===== src/rtl/nf10_axis_pkt_gen_if.sv =====
// Multi-port AXI4-Stream bundle from the packet generator into an N-port sink.
// Each per-port field sits in its own slice of a packed vector.
interface nf10_axis_pkt_gen_if #(
    parameter int C_AXIS_DATA_WIDTH = 64,
    parameter int C_USER_WIDTH      = 128,
    parameter int C_NUM_PORTS       = 5
);
    logic [C_NUM_PORTS*C_AXIS_DATA_WIDTH-1:0]   tdata;
    logic [C_NUM_PORTS*C_AXIS_DATA_WIDTH/8-1:0] tstrb;
    logic [C_NUM_PORTS*C_USER_WIDTH-1:0]        tuser;
    logic [C_NUM_PORTS-1:0]                     tvalid;
    logic [C_NUM_PORTS-1:0]                     tready;
    logic [C_NUM_PORTS-1:0]                     tlast;

    modport master (output tdata, tstrb, tuser, tvalid, tlast, input tready);
    modport slave  (input tdata, tstrb, tuser, tvalid, tlast, output tready);
endinterface


===== src/rtl/nf10_axis_pkt_gen.sv =====
// Register-driven AXI4-Stream Ethernet test-packet source driving one of N ports.
// state   | meaning
// IDLE    | waiting for enable and packet limit not yet reached
// HDR0    | presenting first header beat (dest MAC)
// HDR1    | presenting second header beat (src MAC + EtherType)
// PAYLOAD | presenting payload beat k = beat_q
// GAP     | inter-packet idle, down-counting gap_q to zero
module nf10_axis_pkt_gen #(
    parameter int          C_AXIS_DATA_WIDTH = 64,
    parameter int          C_USER_WIDTH      = 128,
    parameter int          C_NUM_PORTS       = 5,
    parameter logic [15:0] C_LFSR_SEED       = 16'hACE1
) (
    input  logic                         axi_aclk,
    input  logic                         reset,
    input  logic                         enable,
    input  logic [15:0]                  num_packets,
    input  logic [7:0]                   payload_words,
    input  logic [7:0]                   gap_cycles,
    input  logic [1:0]                   port_mode,
    input  logic [2:0]                   fixed_port,
    input  logic [C_AXIS_DATA_WIDTH-1:0] hdr_word_0,
    input  logic [C_AXIS_DATA_WIDTH-1:0] hdr_word_1,
    nf10_axis_pkt_gen_if.master          m_axis,
    output logic [31:0]                  pkt_count,
    output logic                         busy,
    output logic                         done
);
    localparam int BYTES = C_AXIS_DATA_WIDTH / 8;
    localparam int W     = C_AXIS_DATA_WIDTH;
    localparam int U     = C_USER_WIDTH;

    typedef enum logic [2:0] {S_IDLE, S_HDR0, S_HDR1, S_PAYLOAD, S_GAP} state_t;

    state_t         state, state_n;
    logic           en_q;
    logic [15:0]    lfsr, lfsr_n, lfsr_adv;
    logic [2:0]     rr_idx, rr_n, rr_next;
    logic [2:0]     port_q, port_n, sel_port;
    logic [7:0]     pw_q, pw_n;
    logic [W-1:0]   hdr1_q, hdr1_n;
    logic [7:0]     beat_q, beat_n;
    logic [7:0]     gap_q, gap_n;
    logic [15:0]    sent_q, sent_n, sent_inc;
    logic           vld_q, vld_n, last_q, last_n;
    logic [W-1:0]   data_q, data_n;
    logic [U-1:0]   user_q, user_n;
    logic [31:0]    pkt_n;
    logic           done_n;
    logic [7:0]     rdy8;
    logic           hs, limit_hit, limit_after, start, finish;
    logic [15:0]    pkt_len;
    logic [C_NUM_PORTS-1:0] act_n;

    assign rdy8      = 8'(m_axis.tready);
    assign hs        = vld_q & rdy8[port_q];
    assign limit_hit = (num_packets != 16'd0) && (sent_q >= num_packets);
    assign sent_inc  = sent_q + 16'd1;
    assign limit_after = (num_packets != 16'd0) && (sent_inc >= num_packets);
    assign lfsr_adv  = {lfsr[0] ^ lfsr[2] ^ lfsr[3] ^ lfsr[5], lfsr[15:1]};
    assign rr_next   = (rr_idx == 3'(C_NUM_PORTS - 1)) ? 3'd0 : rr_idx + 3'd1;
    assign pkt_len   = (16'(payload_words) + 16'd2) * 16'(BYTES);

    always_comb begin
        sel_port = 3'd0;
        case (port_mode)
            2'd1:    sel_port = rr_idx;
            2'd2:    sel_port = 3'(lfsr[7:0] % 8'(C_NUM_PORTS));
            default: sel_port = ({1'b0, fixed_port} >= 4'(C_NUM_PORTS)) ? 3'd0 : fixed_port;
        endcase
    end

    always_comb begin
        state_n = state;
        lfsr_n  = lfsr;
        rr_n    = rr_idx;
        port_n  = port_q;
        pw_n    = pw_q;
        hdr1_n  = hdr1_q;
        beat_n  = beat_q;
        gap_n   = gap_q;
        sent_n  = sent_q;
        vld_n   = vld_q;
        last_n  = last_q;
        data_n  = data_q;
        user_n  = user_q;
        pkt_n   = pkt_count;
        done_n  = 1'b0;
        start   = 1'b0;
        finish  = 1'b0;

        case (state)
            S_IDLE: begin
                if (!en_q)
                    sent_n = 16'd0;
                else if (!limit_hit)
                    start = 1'b1;
            end
            S_HDR0: begin
                if (hs) begin
                    state_n = S_HDR1;
                    data_n  = hdr1_q;
                    last_n  = (pw_q == 8'd0);
                end
            end
            S_HDR1: begin
                if (hs) begin
                    if (pw_q == 8'd0) begin
                        finish = 1'b1;
                    end else begin
                        state_n = S_PAYLOAD;
                        beat_n  = 8'd0;
                        data_n  = '0;
                        last_n  = (pw_q == 8'd1);
                    end
                end
            end
            S_PAYLOAD: begin
                if (hs) begin
                    if (last_q) begin
                        finish = 1'b1;
                    end else begin
                        beat_n = beat_q + 8'd1;
                        data_n = {BYTES{beat_q + 8'd1}};
                        last_n = (({1'b0, beat_q} + 9'd2) == {1'b0, pw_q});
                    end
                end
            end
            S_GAP: begin
                if (gap_q == 8'd0) begin
                    if (!en_q || limit_hit)
                        state_n = S_IDLE;
                    else
                        start = 1'b1;
                end else begin
                    gap_n = gap_q - 8'd1;
                end
            end
            default: state_n = S_IDLE;
        endcase

        // gap_q holds G-1 so the GAP state lasts exactly G cycles
        if (finish) begin
            pkt_n  = pkt_count + 32'd1;
            sent_n = sent_inc;
            done_n = (num_packets != 16'd0) && (sent_inc == num_packets);
            vld_n  = 1'b0;
            last_n = 1'b0;
            data_n = '0;
            user_n = '0;
            if ((gap_cycles == 8'd0) && en_q && !limit_after) begin
                start = 1'b1;
            end else begin
                state_n = S_GAP;
                gap_n   = (gap_cycles == 8'd0) ? 8'd0 : gap_cycles - 8'd1;
            end
        end

        if (start) begin
            state_n = S_HDR0;
            pw_n    = payload_words;
            hdr1_n  = hdr_word_1;
            port_n  = sel_port;
            lfsr_n  = lfsr_adv;
            if (port_mode == 2'd1)
                rr_n = rr_next;
            beat_n  = 8'd0;
            vld_n   = 1'b1;
            last_n  = 1'b0;
            data_n  = hdr_word_0;
            user_n  = '0;
            user_n[15:0]  = pkt_len;
            user_n[23:16] = 8'd1 << sel_port;
        end
    end

    always_comb begin
        act_n = '0;
        for (int p = 0; p < C_NUM_PORTS; p++)
            act_n[p] = vld_n && (port_n == 3'(p));
    end

    always_ff @(posedge axi_aclk or posedge reset) begin
        if (reset) begin
            state     <= S_IDLE;
            en_q      <= 1'b0;
            lfsr      <= C_LFSR_SEED;
            rr_idx    <= 3'd0;
            port_q    <= 3'd0;
            pw_q      <= 8'd0;
            hdr1_q    <= '0;
            beat_q    <= 8'd0;
            gap_q     <= 8'd0;
            sent_q    <= 16'd0;
            vld_q     <= 1'b0;
            last_q    <= 1'b0;
            data_q    <= '0;
            user_q    <= '0;
            pkt_count <= 32'd0;
            busy      <= 1'b0;
            done      <= 1'b0;
            m_axis.tvalid <= '0;
            m_axis.tlast  <= '0;
            m_axis.tdata  <= '0;
            m_axis.tstrb  <= '0;
            m_axis.tuser  <= '0;
        end else begin
            state     <= state_n;
            en_q      <= enable;
            lfsr      <= lfsr_n;
            rr_idx    <= rr_n;
            port_q    <= port_n;
            pw_q      <= pw_n;
            hdr1_q    <= hdr1_n;
            beat_q    <= beat_n;
            gap_q     <= gap_n;
            sent_q    <= sent_n;
            vld_q     <= vld_n;
            last_q    <= last_n;
            data_q    <= data_n;
            user_q    <= user_n;
            pkt_count <= pkt_n;
            busy      <= (state_n != S_IDLE);
            done      <= done_n;
            for (int p = 0; p < C_NUM_PORTS; p++) begin
                m_axis.tvalid[p]              <= act_n[p];
                m_axis.tlast[p]               <= act_n[p] & last_n;
                m_axis.tdata[p*W +: W]        <= act_n[p] ? data_n : '0;
                m_axis.tstrb[p*BYTES +: BYTES] <= act_n[p] ? {BYTES{1'b1}} : '0;
                m_axis.tuser[p*U +: U]        <= act_n[p] ? user_n : '0;
            end
        end
    end
endmodule


===== src/flat_wrapper.sv =====
// flat-port wrapper written by rule: the top's interface ports become plain ports
module nf10_axis_pkt_gen_flat 
#(
    parameter int          C_AXIS_DATA_WIDTH = 64,
    parameter int          C_USER_WIDTH      = 128,
    parameter int          C_NUM_PORTS       = 5,
    parameter logic [15:0] C_LFSR_SEED       = 16'hACE1
)
  (axi_aclk, reset, enable, num_packets, payload_words, gap_cycles, port_mode, fixed_port, hdr_word_0, hdr_word_1, pkt_count, busy, done, m_axis_tdata, m_axis_tstrb, m_axis_tuser, m_axis_tvalid, m_axis_tlast, m_axis_tready);
  nf10_axis_pkt_gen_if #(.C_AXIS_DATA_WIDTH(C_AXIS_DATA_WIDTH), .C_USER_WIDTH(C_USER_WIDTH), .C_NUM_PORTS(C_NUM_PORTS)) m_axis_i ();
  input  logic axi_aclk;
  input  logic reset;
  input  logic enable;
  input  logic [15:0] num_packets;
  input  logic [7:0] payload_words;
  input  logic [7:0] gap_cycles;
  input  logic [1:0] port_mode;
  input  logic [2:0] fixed_port;
  input  logic [C_AXIS_DATA_WIDTH-1:0] hdr_word_0;
  input  logic [C_AXIS_DATA_WIDTH-1:0] hdr_word_1;
  output logic [31:0] pkt_count;
  output logic busy;
  output logic done;
  output wire logic [$bits(m_axis_i.tdata)-1:0] m_axis_tdata;
  output wire logic [$bits(m_axis_i.tstrb)-1:0] m_axis_tstrb;
  output wire logic [$bits(m_axis_i.tuser)-1:0] m_axis_tuser;
  output wire logic [$bits(m_axis_i.tvalid)-1:0] m_axis_tvalid;
  output wire logic [$bits(m_axis_i.tlast)-1:0] m_axis_tlast;
  input wire logic [$bits(m_axis_i.tready)-1:0] m_axis_tready;
  assign m_axis_tdata = m_axis_i.tdata;
  assign m_axis_tstrb = m_axis_i.tstrb;
  assign m_axis_tuser = m_axis_i.tuser;
  assign m_axis_tvalid = m_axis_i.tvalid;
  assign m_axis_tlast = m_axis_i.tlast;
  assign m_axis_i.tready = m_axis_tready;
  nf10_axis_pkt_gen #(.C_AXIS_DATA_WIDTH(C_AXIS_DATA_WIDTH), .C_USER_WIDTH(C_USER_WIDTH), .C_NUM_PORTS(C_NUM_PORTS), .C_LFSR_SEED(C_LFSR_SEED)) u_core (.axi_aclk(axi_aclk), .reset(reset), .enable(enable), .num_packets(num_packets), .payload_words(payload_words), .gap_cycles(gap_cycles), .port_mode(port_mode), .fixed_port(fixed_port), .hdr_word_0(hdr_word_0), .hdr_word_1(hdr_word_1), .m_axis(m_axis_i), .pkt_count(pkt_count), .busy(busy), .done(done));
endmodule

===== config.mk =====
export PLATFORM = sky130hd
export DESIGN_NAME = nf10_axis_pkt_gen_flat
export DESIGN_NICKNAME = d
export VERILOG_FILES = /design/src/rtl/nf10_axis_pkt_gen_if.sv /design/src/rtl/nf10_axis_pkt_gen.sv /design/src/flat_wrapper.sv
export SDC_FILE = /design/constraint.sdc
export NUM_CORES = 2
export LEC_CHECK = 0
export BUFFER_PORTS_ARGS = -buffer_cell sky130_fd_sc_hd__buf_2
export CELL_PAD_IN_SITES_DETAIL_PLACEMENT = 1
export CELL_PAD_IN_SITES_GLOBAL_PLACEMENT = 1
export CORE_AREA = 2 2 467 469
export DETAILED_ROUTE_END_ITERATION = 10
export DIE_AREA = 0 0 469 471
export PLACE_DENSITY_LB_ADDON = 0.08
export SYNTH_ARGS = -nofsm -noshare
export SYNTH_HDL_FRONTEND = slang
export SYNTH_SLANG_ARGS = --single-unit

===== constraint.sdc =====
create_clock -name axi_aclk -period 53.6 [get_ports axi_aclk]
set_clock_uncertainty 0.1 [all_clocks]
set_input_delay 2.68 -clock axi_aclk [delete_from_list [all_inputs] [get_ports axi_aclk]]
set_output_delay 2.68 -clock axi_aclk [all_outputs]
set_load 0.02 [all_outputs]

==> out/results.ini <==
[run_status]
status = completed

[critical_path]
path_common_cell = buf_4
crit_family = buffers and inverters
r2r_slack_ns = 43.88
end_kind = flip-flop
crit_fanout = 156
cpMaxStageDelayCell = dfrtp_1
cpPeakStageDelay_ns = 0.87
path_buf_inv = 8
crit_arrival_ns = 10.25
cp.required_ns = 54.14
critPathKind = flip-flop to flip-flop
cp-start-kind = flip-flop
crit_chain = or4bb_1 > a21o_1 > o311ai_0 > a21o_1 > inv_1 > ha_1 > a221oi_4 > o21ai_2 > mux2_4 > ha_1 > nand2b_1 > o221a_1 > a21o_1 > or3b_1 > a31oi_4 > mux2i_4 > buf_4 > inv_8 > buf_4 > buf_4 > buf_4 > buf_12 > buf_4 > nor3_1

[final_layout]
layout-drive-gt1-share_pct = 32.3
fin_cells = 8325
fin_area_sq_um = 63100
multiInputGateArea_sq_um = 12900
area_growth_pct = 29.2
fillCellCount = 24255
finalNetCount = 5532
final-seq-area_sq_um = 33200

[drt]
ant_nets = 0
drt-total-wl_um = 233000
drtPass1Iterations = 5
num_vias = 36907
drt_iter0_drc = 1865
remaining_drc_errors = 0
vias_per_cell = 4.43
drt-wirelength-per-cell_um = 28.0

[timing]
drv_slew = 0
setup_tns_ns = 0
fmax_mhz = 103
fin_crit_sh_pct = 18.1
setup_slack_ns = 43.88
final-hold-violation-count = 0
max_slew_margin_pct = 13.0
tightest_slew_ns = 1.29
layout_min_cycle_time_ns = 9.72
whs_ns = 0.352
grt_setup_unrepaired = no
setup_violations = 0

[die]
coreArea_sq_um = 216000
dieHeight_um = 471
fp-row-count = 171
ios = 1217
die_x_um = 469
fp.dieArea_sq_um = 221000
start_util_pct = 22.6

[cts]
cts_tree = built
ctsResizeCount = 0
numCtsBuffers = 162
post-cts-setup-buffer-count = 0
cts_buffer_depth = 3
clk_latency_ns = 0.80
hold_buffers = 0
h-tree-depth = 4
cts.sinks = 1328
clk_pin_slew_ns = 0.06
cts-root-buf = clkbuf_16

[power_and_ir_drop]
combPwrFrac_pct = 34.5
peakVddDrop_uv = 56.4
seqPwrFrac_pct = 33.6
p_clk_share_pct = 31.9
total_leakage_power_nw = 33.5
p_sw_w = 0.00152
swShare_pct = 42.5
p_int_w = 0.00206
powerDensity_nw_per_um2 = 56.7

[synthesis]
yosysUniqueCellTypes = 85
seq_area_frac_synth_pct = 68.0
yosys_most_used_dff = dfrtp_1
ys_ff_latch = 1328
synth_area_sq_um = 48900
synth_cells = 4190
async_flop_share_pct = 100
ys_warn_count = 0
synth_enable_flop_cells = 0
syn-num-nets = 4411
avgSynthCellArea_sq_um = 11.7

[place]
numPlacedInstances = 8001
io_buffer_count = 1216
hpwl_um = 166000
preCtsSetupSlack_ns = 43.25
gp_congestion = 0.800
post_dp_cell_area_sq_um = 57500

[global_routing]
antenna_found_initial = 83
grt-ovfl-total = 0
grt_pass1_wl_um = 328000
grt_max_degree = 161
track_usage_pct = 20.9
first_global_vias = 39739

[flow_run]
drv_cap = 0

[hold_path]
hold_path.class = flip-flop to flip-flop

[worst min-delay path, cell delays in order (launching register included)]
cell and delay (ns):
dfrtp_1 0.34, nand2_1 0.05, nand2_1 0.06
[final timing paths]
check                      depth (start not counted)                         from                            endpoint
max in group asynchronous                          6                        reset   u_core.m_axis.tuser[15]$_DFF_PP0_
min reg2reg                                        2  u_core.lfsr[14]$_DFFE_PP0P_         u_core.lfsr[13]$_DFFE_PP1P_
max                                               24   u_core.lfsr[2]$_DFFE_PP0P_   u_core.m_axis.tdata[97]$_DFF_PP0_
min in group asynchronous                          2                        reset  u_core.m_axis.tuser[233]$_DFF_PP0_
min                                                2  u_core.lfsr[14]$_DFFE_PP0P_         u_core.lfsr[13]$_DFFE_PP1P_
max reg2reg                                       24   u_core.lfsr[2]$_DFFE_PP0P_   u_core.m_axis.tdata[97]$_DFF_PP0_
[state kept, by name, summed over array words and instances, names as in the netlist, 5 cells and up]
register / flops
u_core.gap_q: 8
u_core.lfsr: 16
u_core.user_q: 128
u_core.m_axis.tlast: 5
u_core.beat_q: 8
u_core.hdr1_q: 64
u_core.pw_q: 8
u_core.pkt_count: 32
u_core.m_axis.tuser: 640
u_core.sent_q: 16
u_core.m_axis.tstrb: 5
u_core.m_axis.tdata: 320
u_core.data_q: 64
[cell usage in the layout (no fill, tap or decap), drive strengths merged, types with 23 or more instances in the layout]
master  netlist  layout
a21o         23      23
buf         236    1306
diode         0      36
nand2       506     506
a21oi       115     115
xor2         26      26
and3         31      31
nand3        45      45
ha           48      48
inv         238     247
clkbuf      113     241
o21ai        87      87
dfrtp      1320    1320
nor3        993     993
xnor2        59      59
nor2        115     115
[metrics by stage]
stage	util (%)	total power [W]
after floorplan	-	0.00195
after global placement	26.6	0.00249
after detailed placement	26.6	0.00249
after CTS	29.2	0.00366
after global routing	29.2	0.00378
final	29.2	0.00358
[cell type report]
class | count | area share, %
Antenna cell | 36 | 0.143
Clock buffer | 241 | 7.59
Clock inverter | 47 | 1.16
Inverter | 238 | 1.44
Multi-Input combinational cell | 2275 | 20.5
Sequential cell | 1328 | 52.7
Tap cell | 2854 | 5.66
Timing Repair Buffer | 1306 | 10.9
[synthesized netlist by cell type (all sizes together), types with 7 or more instances]
| cell | instances | area [sq um] |
|---|---|---|
| a211oi | 12 | 90.1 |
| a21o | 23 | 173 |
| a21oi | 115 | 576 |
| a221oi | 7 | 78.8 |
| a22oi | 12 | 90.1 |
| a2bb2oi | 15 | 131 |
| a31oi | 9 | 71.3 |
| and3 | 31 | 194 |
| buf | 236 | 1550 |
| clkbuf | 113 | 424 |
| dfrtp | 1320 | 33000 |
| dfstp | 8 | 210 |
| ha | 48 | 601 |
| inv | 238 | 893 |
| nand2 | 506 | 1900 |
| nand2b | 15 | 93.8 |
| nand3 | 45 | 225 |
| nand4 | 13 | 81.3 |
| nor2 | 115 | 434 |
| nor3 | 993 | 5670 |
| nor3b | 8 | 60.1 |
| nor4 | 13 | 81.3 |
| o211ai | 20 | 150 |
| o21ai | 87 | 443 |
| o22ai | 8 | 50.1 |
| xnor2 | 59 | 524 |
| xor2 | 26 | 235 |
[routing by layer]
layer / GRT usage (%) / up-vias / wire length [um]
met4: 7.96 / 16 / 8730
met3: 5.88 / 336 / 15800
li1: - / 16284 / -
met1: 25.9 / 19097 / 97300
met2: 34.2 / 1174 / 111000
met5: 0 / - / 115
[cells by family after synthesis]
kind of cell | after synthesis | synth area share [%]
xor gates and xnor gates | 85 | 1.55
adders and majority gates | 48 | 1.23
AOI/OAI and AO/OA | 351 | 4.56
and+or+nand+nor | 1782 | 18.5
DFF | 1328 | 68.0
buffers and inverters | 587 | 5.87
muxes | 9 | 0.230
[power groups by stage]
stage / Sequential (W) / Clock, W / Combinational (W)
global placement: 0.00122 / 0 / 0.00127
floorplan: 0.00127 / 0 / 0.000675
CTS: 0.00121 / 0.00118 / 0.00127
detailed placement: 0.00122 / 0 / 0.00127
global route: 0.00122 / 0.00122 / 0.00134
finish: 0.00120 / 0.00114 / 0.00123
(Power assumes the default switching activity.)
